## config.mk

```make
export PLATFORM = sky130hd
export DESIGN_NAME = rvv_vcfg_unit
export DESIGN_NICKNAME = d
export VERILOG_FILES = /design/src/rtl/rvv_pkg.sv /design/src/rtl/rvv_vlmax_calc.sv /design/src/rtl/rvv_vcfg_unit.sv
export SDC_FILE = /design/constraint.sdc
export NUM_CORES = 1
export LEC_CHECK = 0
export BUFFER_PORTS_ARGS = -buffer_cell sky130_fd_sc_hd__buf_2
export CAP_MARGIN = 5
export CORE_MARGIN = 2
export CORE_UTILIZATION = 45
export CTS_CLUSTER_SIZE = 30
export DETAILED_ROUTE_END_ITERATION = 7
export PLACE_DENSITY = 0.69
export SYNTH_ARGS = -nofsm -noshare
export SYNTH_HDL_FRONTEND = slang
export SYNTH_SLANG_ARGS = --single-unit
```

## constraint.sdc

```tcl
create_clock -name clk_i -period 21.7 [get_ports clk_i]
set_input_delay 2.17 -clock clk_i [delete_from_list [all_inputs] [get_ports clk_i]]
set_output_delay 2.17 -clock clk_i [all_outputs]
set_load 0.03 [all_outputs]
```

## src/rtl/rvv_pkg.sv

```systemverilog
// RVV shared types and constants for the vector configuration path.
// Provides the instruction encodings for vsetvli/vsetvl, the vtype CSR layout,
// the LMUL encoding and a helper that checks a vtype value for legality.
package rvv_pkg;

    localparam int unsigned XLEN = 64;

    localparam logic [6:0] OPCODE_VEC        = 7'b1010111;
    localparam logic [6:0] VCFG_VSETVL_FUNC7 = 7'b1000000;

    typedef enum logic [2:0] {
        OPIVV = 3'b000,
        OPFVV = 3'b001,
        OPMVV = 3'b010,
        OPIVI = 3'b011,
        OPIVX = 3'b100,
        OPFVF = 3'b101,
        OPMVX = 3'b110,
        OPCFG = 3'b111
    } opcodev_func3_e;

    typedef enum logic [2:0] {
        EW8, EW16, EW32, EW64, EW128, EW256, EW512, EW1024
    } vew_e;

    // {vlmul2, vlmul[1:0]}; the fractional encodings wrap around from 111 downwards.
    typedef enum logic [2:0] {
        LMUL_1    = 3'b000,
        LMUL_2    = 3'b001,
        LMUL_4    = 3'b010,
        LMUL_8    = 3'b011,
        LMUL_RSVD = 3'b100,
        LMUL_1_8  = 3'b101,
        LMUL_1_4  = 3'b110,
        LMUL_1_2  = 3'b111
    } lmul_e;

    // vlmul2 sits above vsew, so e32/m1 encodes as 0x008.
    typedef struct packed {
        logic            vill;
        logic [XLEN-10:0] wpri;
        logic            vma;
        logic            vta;
        logic            vlmul2;
        vew_e            vsew;
        logic [1:0]      vlmul;
    } vtype_t;

    localparam vtype_t VTYPE_ILLEGAL = vtype_t'({1'b1, {(XLEN-1){1'b0}}});

    typedef struct packed {
        logic           func1;
        logic [10:0]    zimm11;
        logic [4:0]     rs1;
        opcodev_func3_e func3;
        logic [4:0]     rd;
        logic [6:0]     opcode;
    } vsetvli_type_t;

    typedef struct packed {
        logic [6:0]     func7;
        logic [4:0]     rs2;
        logic [4:0]     rs1;
        opcodev_func3_e func3;
        logic [4:0]     rd;
        logic [6:0]     opcode;
    } vsetvl_type_t;

    typedef union packed {
        logic [31:0]   instr;
        vsetvli_type_t vsetvli_type;
        vsetvl_type_t  vsetvl_type;
    } rvv_instruction_t;

    function automatic lmul_e vtype_lmul(vtype_t vt);
        return lmul_e'({vt.vlmul2, vt.vlmul});
    endfunction

    function automatic logic vtype_is_legal(vtype_t vt);
        return !vt.vill && (vt.wpri == '0) && (vt.vsew <= EW64) &&
               (vtype_lmul(vt) != LMUL_RSVD);
    endfunction

endpackage

```

## src/rtl/rvv_vlmax_calc.sv

```systemverilog
// VLMAX calculator: VLEN / SEW scaled by LMUL, purely combinational.
// Ports:
//   vsew_i  - selected element width
//   lmul_i  - selected LMUL encoding
//   vlmax_o - maximum vector length in elements (0 for reserved LMUL or tiny fractions)
module rvv_vlmax_calc
    import rvv_pkg::*;
#(
    parameter int unsigned VLEN = 4096
) (
    input  vew_e                 vsew_i,
    input  lmul_e                lmul_i,
    output logic [$clog2(VLEN):0] vlmax_o
);

    localparam int unsigned VlmaxW = $clog2(VLEN) + 1;
    localparam logic [VlmaxW-1:0] VlenW = VlmaxW'(VLEN);

    // Element count for LMUL=1: VLEN >> (3 + vsew).
    logic [VlmaxW-1:0] elems_m1;

    always_comb begin
        elems_m1 = VlenW >> ({1'b0, vsew_i} + 4'd3);
        case (lmul_i)
            LMUL_1:    vlmax_o = elems_m1;
            LMUL_2:    vlmax_o = elems_m1 << 1;
            LMUL_4:    vlmax_o = elems_m1 << 2;
            LMUL_8:    vlmax_o = elems_m1 << 3;
            LMUL_1_2:  vlmax_o = elems_m1 >> 1;
            LMUL_1_4:  vlmax_o = elems_m1 >> 2;
            LMUL_1_8:  vlmax_o = elems_m1 >> 3;
            default:   vlmax_o = '0;
        endcase
    end

endmodule

```

## src/rtl/rvv_vcfg_unit.sv

```systemverilog
// RVV configuration unit: executes vsetvli/vsetvl and owns the vl and vtype CSRs.
// Ports:
//   clk_i, rst_i          - clock, asynchronous active-high reset
//   req_*                 - request from the accelerator interface (insn, rs1=AVL, rs2=vtype)
//   resp_*                - response with the new vl as rd value and an illegal flag
//   vl_o, vtype_o         - architectural CSRs consumed by the dispatcher
// Flow: IDLE captures a request, CALC decodes and computes vl (CSRs written on leaving
// CALC), RESP holds the response until it is accepted.
module rvv_vcfg_unit #(
    parameter int unsigned VLEN = 4096,
    parameter int unsigned XLEN = rvv_pkg::XLEN
) (
    input  logic            clk_i,
    input  logic            rst_i,
    input  logic            req_valid_i,
    output logic            req_ready_o,
    input  logic [31:0]     req_insn_i,
    input  logic [XLEN-1:0] req_rs1_i,
    input  logic [XLEN-1:0] req_rs2_i,
    output logic            resp_valid_o,
    input  logic            resp_ready_i,
    output logic [XLEN-1:0] resp_rd_o,
    output logic            resp_illegal_o,
    output logic [XLEN-1:0] vl_o,
    output logic [XLEN-1:0] vtype_o
);

    import rvv_pkg::*;

    localparam int unsigned VlmaxW = $clog2(VLEN) + 1;

    typedef enum logic [1:0] {
        StIdle,
        StCalc,
        StResp
    } state_e;

    state_e          state_q, state_d;
    logic [31:0]     insn_q, insn_d;
    logic [XLEN-1:0] rs1_q, rs1_d;
    logic [XLEN-1:0] rs2_q, rs2_d;
    logic [XLEN-1:0] vl_q, vl_d;
    vtype_t          vtype_q, vtype_d;
    logic [XLEN-1:0] rd_q, rd_d;
    logic            illegal_q, illegal_d;

    rvv_instruction_t insn;
    logic             is_opcfg;
    logic             is_vsetvli;
    logic             is_vsetvl;
    logic             cfg_legal;
    vtype_t           src_vtype;
    lmul_e            src_lmul;
    logic             src_legal;
    logic [VlmaxW-1:0] vlmax;
    logic [XLEN-1:0]  vlmax_x;
    logic [XLEN-1:0]  avl;
    logic [XLEN-1:0]  new_vl;
    vtype_t           new_vtype;

    // Decode of the captured instruction and selection of the requested vtype.
    always_comb begin : decode
        insn       = rvv_instruction_t'(insn_q);
        is_opcfg   = (insn.vsetvli_type.opcode == OPCODE_VEC) &&
                     (insn.vsetvli_type.func3 == OPCFG);
        is_vsetvli = is_opcfg && !insn.vsetvli_type.func1;
        is_vsetvl  = is_opcfg && insn.vsetvli_type.func1 &&
                     (insn.vsetvl_type.func7 == VCFG_VSETVL_FUNC7);
        cfg_legal  = is_vsetvli || is_vsetvl;
        src_vtype  = is_vsetvl ? vtype_t'(rs2_q)
                               : vtype_t'(XLEN'(insn.vsetvli_type.zimm11));
        src_lmul   = vtype_lmul(src_vtype);
        src_legal  = vtype_is_legal(src_vtype);
    end

    rvv_vlmax_calc #(
        .VLEN(VLEN)
    ) i_vlmax_calc (
        .vsew_i (src_vtype.vsew),
        .lmul_i (src_lmul),
        .vlmax_o(vlmax)
    );

    // AVL selection and vl = min(AVL, VLMAX); an illegal vtype forces vl to zero.
    always_comb begin : vl_compute
        vlmax_x = XLEN'(vlmax);
        if (insn.vsetvli_type.rs1 != 5'd0) begin
            avl = rs1_q;
        end else if (insn.vsetvli_type.rd != 5'd0) begin
            avl = vlmax_x;
        end else begin
            avl = vl_q;
        end
        if (src_legal) begin
            new_vl    = (avl < vlmax_x) ? avl : vlmax_x;
            new_vtype = src_vtype;
        end else begin
            new_vl    = '0;
            new_vtype = VTYPE_ILLEGAL;
        end
    end

    always_comb begin : fsm
        state_d      = state_q;
        insn_d       = insn_q;
        rs1_d        = rs1_q;
        rs2_d        = rs2_q;
        vl_d         = vl_q;
        vtype_d      = vtype_q;
        rd_d         = rd_q;
        illegal_d    = illegal_q;
        req_ready_o  = 1'b0;
        resp_valid_o = 1'b0;

        unique case (state_q)
            StIdle: begin
                req_ready_o = 1'b1;
                if (req_valid_i) begin
                    insn_d  = req_insn_i;
                    rs1_d   = req_rs1_i;
                    rs2_d   = req_rs2_i;
                    state_d = StCalc;
                end
            end
            StCalc: begin
                state_d = StResp;
                if (cfg_legal) begin
                    vl_d      = new_vl;
                    vtype_d   = new_vtype;
                    rd_d      = new_vl;
                    illegal_d = 1'b0;
                end else begin
                    rd_d      = '0;
                    illegal_d = 1'b1;
                end
            end
            StResp: begin
                resp_valid_o = 1'b1;
                if (resp_ready_i) begin
                    state_d = StIdle;
                end
            end
            default: state_d = StIdle;
        endcase
    end

    always_ff @(posedge clk_i or posedge rst_i) begin
        if (rst_i) begin
            state_q   <= StIdle;
            insn_q    <= '0;
            rs1_q     <= '0;
            rs2_q     <= '0;
            vl_q      <= '0;
            vtype_q   <= VTYPE_ILLEGAL;
            rd_q      <= '0;
            illegal_q <= 1'b0;
        end else begin
            state_q   <= state_d;
            insn_q    <= insn_d;
            rs1_q     <= rs1_d;
            rs2_q     <= rs2_d;
            vl_q      <= vl_d;
            vtype_q   <= vtype_d;
            rd_q      <= rd_d;
            illegal_q <= illegal_d;
        end
    end

    assign resp_rd_o      = rd_q;
    assign resp_illegal_o = illegal_q;
    assign vl_o           = vl_q;
    assign vtype_o        = XLEN'(vtype_q);

endmodule
```

==> metrics <==
Num CTS Buffers=38; Hold WS=476 ps; Yosys warnings=0; CP arrival=5620 ps; drt wl/cell=18.5 um; Syn Nets=1299; first-pass GRT wire length=56600 um; Post-Place Setup Slack=16580 ps; max-cap violation count=0; Root Buffer=clkbuf_16; H-tree depth=2; Reg2Reg Depth=16; Mean Syn Cell Area=between 10 and 15 sq um; worst slew pin tran=1090 ps; number of hold buffers added after CTS=0; FF+latch count, synth=around 360; cell taking the most area after synthesis=dfrtp_1; final setup vio count=0; Startpoint Class=flip-flop; Slew HR=0.275; Post-DRT Antenna Nets=0; via count=9916; area of the multi-input gates=5180 sq um; synthesis-to-layout area growth=23.5%; CTS tree=done; pin count of the biggest net entering global routing=172; antenna violations before repair=7; cells after synthesis=1123; Distinct cells, synth=69; Tcrit/Tclk final=0.240; Die Width=182 um; core outline area=31500 sq um; I/O Pins=359; Post-synth top cells=dfrtp_1, and2_1, mux2_2; detailed placer's ending HPWL=24900 um; EDFF count, synth=0; Layout fillers=between 2000 and 3000; Post-Route WL=35200 um; Slew Limit Fails=0; Seq. cell area=8880 sq um; RSZ-0062 raised after global routing=no; Post-Synthesis Cell Area=14300 sq um; row count=65; R2R Setup Slk=~17000 ps; Starting Density=0.455; Crit. End Element=flip-flop; kind of critical path=reg2reg; Layout Nets=roughly 1600; initial DRC count=456; DR vias/cell=5.23; CTS sink cnt=approximately 360; residual DRC count=0; routability cong.=0.925; most numerous cell in the Yosys netlist=dfrtp_1; # Post-CTS Setup Buffers=0; pwr dens=117 nW/um^2; IO Port Bufs=~360; Leak Pwr=8.91 nW; worst vdd ir=0.0558 mV; setup TNS=0 ps; Skew-Pair Late Insertion Delay=roughly 520 ps; Remaining Overflow, GRT=0; Synth top area share=0.619; Final Hold Fails=0; DIE HEIGHT=182 um; CP Data Required Time=around 22000 ps; critical path peak fanout=11; HP Class=reg2reg; CTS max path bufs=3; outcome=complete, no violations; Tot GR Track Use=0.215; Final min period=5200 ps; sequential share of the synthesized area=0.620; First-pass DRT Iterations=6; top cells by area, synth=dfrtp_1, mux2_2, and2_1; async set-reset flop share out of synthesis=1.00; hold depth=2; Worst Slack Setup Final=16500 ps; Die ar.=33300 sq um; FMAX=192 MHz; Post-synth top flop=dfrtp_1; vias in the first global route=10300; layout cells sized above 1=0.402; # resized after CTS=0; Worst Skew=18.7 ps; clock-pin slew on the worst setup and hold paths=about 60 ps
-- sequential cells by signal, summed over array words and instances, names as in the netlist --
signal and flops:
vl_o 64, resp_illegal_o 1, vtype_o 64, rs2_q 64
resp_rd_o 64, state_q 2, rs1_q 64, insn 32
-- report_power, final --
part | total (mW) | leakage (nW) | switching [mW] | internal [mW]
combinational | 0.509 | 3.73 | 0.251 | 0.258
sequential | 0.928 | 4.58 | 0.111 | 0.817
clock | 0.626 | 0.592 | 0.250 | 0.376
-- routing by layer --
layer / vias to the layer above / wire [um] / share of wire / global-route usage
met3: 67 / 2840 / 0.081 / 0.0627
met5: - / 33 / 0.00094 / 0
met2: 324 / 16400 / 0.47 / 0.341
met4: 6 / 820 / 0.023 / 0.0658
met1: 4873 / 15000 / 0.43 / 0.287
li1: 4646 / - / - / -
-- critical path, stage by stage (launching register included) --
cell	delay (ps)
dfrtp_1	380
nand4b_1	240
or4_1	680
nor3_1	370
nor2_1	150
nand2_1	140
or3_1	200
o21ai_0	100
ha_1	230
nor4_1	320
nand4_1	140
nor4_1	330
a22oi_1	170
or4_1	580
nor2_1	610
o221ai_1	260
a22oi_1	190
-- stage by stage --
stage	std cells	area [sq um]	power, mW	utilization
2_1_floorplan	1123	14300	1.31	-
3_3_place_gp	1833	16500	1.43	0.523
3_5_place_dp	1833	16500	1.45	0.523
4_1_cts	1892	17700	2.08	0.562
5_1_grt	1894	17700	2.18	0.562
6_report	1896	17700	2.06	0.562
-- cells in the final DEF (no fill, tap or decap), drive strengths merged, types with 5 or more instances in the layout --
cell type,count
mux2,160
a31oi,15
nand3,11
nor2b,6
nor4,40
clkinv,5
nand2b,12
dfrtp,354
inv,14
nor2,39
a22oi,7
ha,12
and2,167
o21ai,34
mux2i,11
a21oi,17
nand4,10
a211oi,5
o211ai,6
nor3,14
clkbuf,51
nand2,68
buf,363
o22ai,8
-- cell type report --
class / count / share of cell area
clock buffer: 51 / 0.0623
tap: 402 / 0.0284
multi-input combinational: 699 / 0.293
antenna: 4 / 0.000566
inverter: 14 / 0.00340
sequential: 355 / 0.502
clock inverter: 8 / 0.00566
timing repair buffer: 363 / 0.104
-- kinds of logic (layout without fill, tap and decap cells) --
family / count (synthesis) / in the layout / synth area share
XOR/XNOR: 2 / 2 / 0.00122
multiplexers: 171 / 171 / 0.134
flip-flops: 355 / 355 / 0.620
AND/OR/NAND/NOR: 383 / 383 / 0.153
adder cells (fa/ha/maj): 12 / 12 / 0.0105
other: 0 / 4 / 0
buffers and inverters: 69 / 436 / 0.0189
AO/OA/AOI/OAI: 131 / 131 / 0.0627
-- final timing paths --
path,from,to
max in group asynchronous,rst_i,insn[26]
min,vtype_o[5],vtype_o[5]
max,insn[3],vl_o[9]
max reg2reg,insn[3],vl_o[9]
min in group asynchronous,rst_i,rs1_q[36]
min reg2reg,vtype_o[5],vtype_o[5]
No activity file was read; power rests on OpenSTA's default activity.
